### config.mk
export PLATFORM = sky130hd
export DESIGN_NAME = word_gather
export DESIGN_NICKNAME = d
export VERILOG_FILES = /design/src/rtl/word_gather.sv
export SDC_FILE = /design/constraint.sdc
export NUM_CORES = 1
export LEC_CHECK = 0
export ABC_AREA = 1
export BUFFER_PORTS_ARGS = -buffer_cell sky130_fd_sc_hd__buf_2
export CORE_UTILIZATION = 40
export DETAILED_ROUTE_END_ITERATION = 12
export SYNTH_ARGS = -nofsm -noshare
export SYNTH_HDL_FRONTEND = slang
export SYNTH_SLANG_ARGS = --single-unit
export TNS_END_PERCENT = 5
### constraint.sdc
create_clock -name clock -period 1.7 [get_ports clock]
set_clock_uncertainty 0.2 [all_clocks]
set_input_delay 0.17 -clock clock [delete_from_list [all_inputs] [get_ports clock]]
set_output_delay 0.17 -clock clock [all_outputs]
set_load 0.02 [all_outputs]
### src/rtl/word_gather.sv
// word_gather
//   Packs a stream of N-bit words into frames of up to M words for the
//   per-lane register stage. A frame completes after M words or on an early
//   in_last. A single frame of skid storage lets collection finish while the
//   previously completed frame still waits downstream.
//
// Ports
//   clock      posedge clock for all state
//   rstn       asynchronous active-low reset
//   in_valid   in_data holds a word
//   in_ready   a word can be accepted this cycle (low while a frame is pending)
//   in_data    input word
//   in_last    the current word ends the frame (only when in_valid=1)
//   out_valid  out_data/out_count hold a complete frame
//   out_ready  downstream takes the frame this cycle
//   out_data   frame, slot 0 = first word, unwritten slots read 0
//   out_count  number of valid slots, 1..M
module word_gather #(
   parameter int N = 2,
   parameter int M = 2,
   localparam int CW = $clog2(M + 1)
) (
   input  logic          clock,
   input  logic          rstn,
   input  logic          in_valid,
   output logic          in_ready,
   input  logic [N-1:0]  in_data,
   input  logic          in_last,
   output logic          out_valid,
   input  logic          out_ready,
   output logic [N-1:0]  out_data [M],
   output logic [CW-1:0] out_count
);

   localparam int IW = (M > 1) ? $clog2(M) : 1;

   logic [IW-1:0] wr_idx_q, wr_idx_d;
   logic [N-1:0]  cbuf_q [M];
   logic [N-1:0]  cbuf_d [M];
   logic          pend_q, pend_d;
   logic          out_valid_q, out_valid_d;
   logic [N-1:0]  out_data_q [M];
   logic [N-1:0]  out_data_d [M];
   logic [CW-1:0] out_count_q, out_count_d;

   logic          acc;
   logic          done;
   logic          out_free;
   logic [N-1:0]  merged [M];

   assign in_ready = !pend_q;
   assign acc      = in_valid & in_ready;
   assign done     = acc & ((wr_idx_q == IW'(M - 1)) | in_last);
   assign out_free = !out_valid_q | out_ready;

   // Collect buffer with the word accepted this cycle dropped into its slot.
   for (genvar i = 0; i < M; i++) begin : g_slot
      assign merged[i] = (acc && (wr_idx_q == IW'(i))) ? in_data : cbuf_q[i];
   end

   always_comb begin
      wr_idx_d    = wr_idx_q;
      cbuf_d      = cbuf_q;
      pend_d      = pend_q;
      out_valid_d = out_valid_q;
      out_data_d  = out_data_q;
      out_count_d = out_count_q;

      if (pend_q) begin
         // A finished frame waits in cbuf; nothing is accepted meanwhile.
         // wr_idx still points at its last slot, so count is wr_idx+1.
         if (out_ready) begin
            out_data_d  = cbuf_q;
            out_count_d = CW'(wr_idx_q) + CW'(1);
            out_valid_d = 1'b1;
            pend_d      = 1'b0;
            wr_idx_d    = '0;
            cbuf_d      = '{default: '0};
         end
      end else if (done) begin
         if (out_free) begin
            out_data_d  = merged;
            out_count_d = CW'(wr_idx_q) + CW'(1);
            out_valid_d = 1'b1;
            wr_idx_d    = '0;
            cbuf_d      = '{default: '0};
         end else begin
            cbuf_d = merged;
            pend_d = 1'b1;
         end
      end else begin
         if (acc) begin
            cbuf_d   = merged;
            wr_idx_d = wr_idx_q + IW'(1);
         end
         // Data and count are left holding their last values.
         if (out_valid_q && out_ready) begin
            out_valid_d = 1'b0;
         end
      end
   end

   always_ff @(posedge clock or negedge rstn) begin
      if (!rstn) begin
         wr_idx_q    <= '0;
         cbuf_q      <= '{default: '0};
         pend_q      <= 1'b0;
         out_valid_q <= 1'b0;
         out_data_q  <= '{default: '0};
         out_count_q <= '0;
      end else begin
         wr_idx_q    <= wr_idx_d;
         cbuf_q      <= cbuf_d;
         pend_q      <= pend_d;
         out_valid_q <= out_valid_d;
         out_data_q  <= out_data_d;
         out_count_q <= out_count_d;
      end
   end

   assign out_valid = out_valid_q;
   assign out_data  = out_data_q;
   assign out_count = out_count_q;

endmodule

==> results.md, run 1 <==
- CTS tree: built
- H-tree depth: 1
- Fin Hold WS: 74.6 ps
- Clock sinks: 13
- HPWL Detailed: around 900 um
- DRT Wirelength: 1.21 mm
- Share of layout cells above drive strength 1: 0.270
- Synth area leaders: dfrtp_1, nand2_1, nand3_1
- Crit share post-route: 0.837
- Switch share: 0.434
- DR vias/cell: around 4.9
- Fill cells: 150
- Clk pin slew, worst setup/hold paths: roughly 80 ps
- Critical path's slowest cell: dfrtp_1
- CP Capture Type: flip-flop
- Routed Antenna Nets: 0
- Reg2Reg Capture Point: wr_idx_q
- Worst reg-to-reg setup slack: about 280 ps
- Critical path class: flip-flop to flip-flop
- Max_slew headroom: 0.785
- Post-synthesis cell area: between 600 and 700 um^2
- Die Height: 42.6 um
- Worst r2r path cells: 5
- Crit-path cells: nor2_4 > nand2_4 > nand2_4 > nand3_4 > and2_1
- Total global-route track usage: 0.165
- Slew Viols, Final: 0
- Layout area overhead: 19.2%
- Core area: around 1500 um^2
- WP buf/inv: 0
- Pint: a little under 0.7 mW
- Leak pwr: roughly 0.47 nW
- Register share of total power: 0.399
- Total gr overflow: 0
- Syn. warnings: 0
- Die width: 42.6 um
- Final core utilization: 0.515
- Final min period: around 1400 ps
- Port bufs: 14
- RSZ-0062 raised after global routing: false
- Initial core utilization: 0.432
- Req. time, crit path: between 1500 and 2000 ps
- Total die area: approximately 1800 um^2
- Final hold violation count: 0
- Number of max-cap violations: 0
- Std cell rows: 14
- Mapped Cells: 81
- DRC viols: 0
- CP top delay family: simple AND/OR/NAND/NOR gates
- Peak supply drop: between 600 and 700 uV
- Critical Path Most Common Cell: nand2_4
- CTS buffer count: 3
- CP arrival: between 1000 and 1500 ps
- WP depth: 5
- Largest net degree at the start of global routing: 14
- Top cell type's share of synthesized area: 0.494
- Vias in the first global route: approximately 520
- WL per Instance: between 10 and 15 um
- Fmax: between 700 and 800 MHz
- Clock power share: 0.160
- GP Congestion: around 0.8
- Starting DRC count in detailed routing: 16
- Most common cell after layout, fill and taps aside: nand2_1
- Hold path depth: 5
- Crit Reg-Reg Startpoint: pend_q
- Root Buffer: clkbuf_4
- ANT cells: 0
- Net switching power: just over 0.5 mW
- Status: complete, no violations
- Crit path max fanout: 8
- Worst Max-Slew Pin Slew: 322 ps
- Synth unique cells: 14
- Combinational power share: 0.441
- TritonRoute pass-1 iters: 4
- PwrDens: roughly 1500 nW/um^2
- Type of origin of the critical path: flip-flop
- Resize count post-CTS: 0
- Setup TNS after final layout: 0 ps
- Most frequent cells in the layout: nand2_1, buf_2, dfrtp_1
- First-pass GRT wire length: about 2.2 mm
- Syn nets: between 80 and 90
- Mean post-synth cell area: 8.13 um^2
- Layout net count: roughly 110
- Via count: ~560
- Endpoint of the worst hold path: cbuf_q[3]
- IO Count: 15
- Skew-Pair Late Insertion Delay: roughly 280 ps
- Worst hold path type: primary input to flip-flop
- CP Launch Point: pend_q
- Flip-flop and latch count after synthesis: 13
- Deepest clock path buffer count: 2
- Antenna violations before repair: 0
- Hold path startpoint: in_data[1]
- Seq/Total Area, Yosys: 0.494
- Largest area contributor in the netlist: dfrtp_1
- Max stage delay on crit path: between 400 and 500 ps
- Final setup fails: 0
[Yosys cell counts]
cell / instances
inv_1: 5
nand4_1: 2
nand3_1: 9
nand2_1: 39
dfrtp_1: 13
inv_2: 2
o21bai_2: 1
nor2_4: 1
a21oi_1: 1
and2_1: 1
nand3_4: 1
nand2_4: 3
nand2_2: 2
o21ai_1: 1
[worst reg2reg max path: cells and delay by family, from the launching register on]
kind | cells | cell delay (ps)
AND/OR/NAND/NOR | 5 | 670
flip-flops | 1 | 450
[worst max-delay path by stage]
| stage | slack [ps] | end |
|---|---|---|
| after floorplan | 370 | wr_idx_q |
| after global placement | 310 | cbuf_q[1] |
| after detailed placement | 290 | wr_idx_q |
| after CTS | 270 | wr_idx_q |
| after global routing | 180 | out_data[1] |
| final | 280 | wr_idx_q |
[sequential cells by signal, summed over array words and instances, names as in the netlist]
name	count
out_data	4
wr_idx_q	1
out_valid	1
pend_q	1
out_count	2
cbuf_q	4
[through the flow]
stage	area, um^2	power (mW)	setup WS, ps	instances
floorplan	658	0.871	366	81
global placement	748	1.01	314	111
detailed placement	748	1.01	288	111
CTS	785	1.21	274	116
global route	785	1.29	176	116
finish	785	1.20	277	116
[final cells by class]
type	instances	area [um^2]	area share
Tap cell	16	20.0	0.0255
Sequential cell	13	325	0.415
Inverter	7	26.3	0.0335
Timing Repair Buffer	15	80.1	0.102
Clock buffer	4	26.3	0.0335
Multi-Input combinational cell	61	307	0.391
[power by group through the flow]
stage          clock, mW  sequential, mW  combinational [mW]
5_1_grt            0.214           0.489               0.588
6_report           0.191           0.477               0.528
3_5_place_dp           0           0.483               0.530
4_1_cts            0.199           0.478               0.533
3_3_place_gp           0           0.486               0.529
2_1_floorplan          0           0.552               0.320
[repair_timing]
| item | in CTS | in global routing |
|---|---|---|
| hold endpoints to repair | 13 | 0 |
| hold buffers | 1 | 0 |
| setup buffers | 0 | 0 |
[cells by family (layout without fill, tap and decap cells)]
family	count (synthesis)	in the layout	share of synthesized area
AOI/OAI and AO/OA	3	3	0.0323
DFF	13	13	0.494
buffers and inverters	7	26	0.0399
and+or+nand+nor	58	58	0.433
[per-layer routing]
metal,track usage,vias to the layer above,routed length (um)
li1,-,295,-
met1,0.208,251,612
met2,0.246,15,509
met3,0.0647,2,72
met4,0.0750,0,19
met5,0,-,0
No activity file was read; power rests on OpenSTA's default activity.
==> inputs of run 2 (changes only) <==
Clock period 1.7 ns to 1.4 ns, I/O delays scaled along.
==> run 2 against run 1 <==
Effect of this change: sequential share of layout area down 3.0 points; utilization up 4.2 points; global-route usage up 1.5 points; register-to-register slack worse by 240 ps; cell area up 8.1%; first-iteration DRC count down 75%; final cell count up 3.4%; largest cell class is now multi-input gates; clock power up 28%; critical path depth unchanged; combinational power up 48%; via count up 1.2%.
==> results.md, run 2 (synthesis gave the netlist of run 1 again) <==
- Clk pin slew, worst setup/hold paths: around 90 ps
- Crit path max fanout: 8
- CTS tree: built
- Fmax: 734 MHz
- Antenna violations before repair: 0
- Slew Viols, Final: 0
- Reg2Reg Capture Point: wr_idx_q
- Crit Reg-Reg Startpoint: pend_q
- Area of placed instances: 778 um^2
- Die width: around 43 um
- CP Launch Point: pend_q
- Register area: 327 um^2
- Std cell rows: 14
- Total gr overflow: 0
- Met2 wire length: between 500 and 600 um
- Status: complete, no violations
- Critical path class: flip-flop to flip-flop
- DRT Wirelength: roughly 1.3 mm
- Hold path depth: 5
- Vias in the first global route: approximately 490
- Register share of total power: 0.358
- Type of origin of the critical path: flip-flop
- Multi-input gate area: 333 um^2
- Worst r2r path cells: 5
- RSZ-0062 raised after global routing: true
- TritonRoute pass-1 iters: 2
- Critical Path Most Common Cell: nand2_4
- Worst reg-to-reg setup slack: 40 ps
- Total die area: roughly 1800 um^2
- Pint: between 0.9 and 1 mW
- Routed wl met3: between 60 and 70 um
- Peak supply drop: between 700 and 800 uV
- Layout area overhead: 28.9%
- CP Capture Type: flip-flop
- Fill cells: 149
- Initial core utilization: 0.432
- Die Height: around 43 um
- Root Buffer: clkbuf_4
- Number of max-cap violations: 0
- Total global-route track usage: 0.179
- Net switching power: ~0.69 mW
- Setup TNS after final layout: 0 ps
- CP top delay family: simple AND/OR/NAND/NOR gates
- Most frequent cells in the layout: nand2_1, buf_2, dfrtp_1
- Skew-Pair Late Insertion Delay: 290 ps
- Met1 wire length: 665 um
- Most common cell after layout, fill and taps aside: nand2_1
- Endpoint of the worst hold path: cbuf_q[1]
- Layout net count: between 100 and 150
- IO Count: 15
- Final setup fails: 0
- CP arrival: roughly 1300 ps
- Deepest clock path buffer count: 2
- Crit-path cells: nor2_4 > nand2_4 > nand2_4 > nand3_4 > and2_4
- WL per Instance: 11.2 um
- Hold path startpoint: in_data[1]
- Clock sinks: 13
- Share of layout cells above drive strength 1: 0.365
- ANT cells: 0
- Switch share: 0.430
- Final Cell Area: about 850 um^2
- Combinational power share: 0.489
- WP buf/inv: 0
- Design Power: ~1.6 mW
- Max_slew headroom: 0.809
- Starting DRC count in detailed routing: 4
- Critical path's slowest cell: dfrtp_2
- Placed Cells: about 120
- WP depth: 5
- Via count: 570
- Port bufs: 14
- Req. time, crit path: roughly 1400 ps
- Max stage delay on crit path: 460 ps
- H-tree depth: 1
- Final min period: around 1400 ps
- Clock power share: 0.153
- Crit share post-route: 0.974
- DR top layer: met4
- CTS buffer count: 3
- Leak pwr: between 0.4 and 0.5 nW
- Worst hold path type: primary input to flip-flop
- Post-route insts no fill: 120
- PwrDens: roughly 1900 nW/um^2
- Worst Max-Slew Pin Slew: about 290 ps
- GP Congestion: ~0.84
- Routed Antenna Nets: 0
- Post-CTS setup buffer count: 0
- DR vias/cell: about 4.8
- First-pass GRT wire length: approximately 2.2 mm
- DRC viols: 0
- Final hold violation count: 0
- HPWL Detailed: ~1 mm
- Largest net degree at the start of global routing: 14
- Core area: 1520 um^2
[run 2: cell count changes in the layout (fill, tap and decap cells not counted), sizes merged]
| cell | previous run | this run |
|---|---|---|
| buf | 14 | 18 |
[run 2: layout make-up]
type,count,share of cell area
clock buffer,4,0.0310
inverter,7,0.0310
multi-input combinational,61,0.392
sequential,13,0.385
tap,16,0.0236
timing repair buffer,19,0.137
[run 2: worst reg2reg max path, delay by kind of cell, from the launching register on]
family	cells	cell delay (ps)
DFF	1	460
and+or+nand+nor	5	600
[run 2: how the worst max path moves through the flow]
stage | to | slack, ps
4_1_cts | wr_idx_q | 0.1
3_5_place_dp | wr_idx_q | 30
2_1_floorplan | wr_idx_q | 70
6_report | wr_idx_q | 40
3_3_place_gp | wr_idx_q | 60
5_1_grt | wr_idx_q | -10
[run 2: routing by layer]
layer	vias up	track usage
met5	-	0
met4	0	0.0938
met3	5	0.0647
met2	13	0.246
met1	251	0.245
li1	301	-
[run 2: timing repair]
item                                    CTS  global route
endpoints found under the setup margin    0            12
hold buffers                              1             0
resized for setup                         0            10
endpoints found under the hold margin    13             0
[run 2: power by group through the flow]
stage	Clock, mW	Sequential [mW]	Combinational [mW]
5_1_grt	0.264	0.590	0.866
3_5_place_dp	0	0.580	0.722
3_3_place_gp	0	0.578	0.722
6_report	0.245	0.573	0.784
4_1_cts	0.255	0.574	0.724
2_1_floorplan	0	0.670	0.388
[run 2: stage by stage]
| step | hold WS, ps | worst slack (ps) | util |
|---|---|---|---|
| 5_1_grt | 48.2 | -14.1 | 0.557 |
| 2_1_floorplan | -356 | 65.6 | - |
| 4_1_cts | 15.5 | 0.115 | 0.534 |
| 3_5_place_dp | -158 | 29.6 | 0.511 |
| 6_report | 29.9 | 36.7 | 0.557 |
| 3_3_place_gp | -157 | 64.3 | 0.511 |
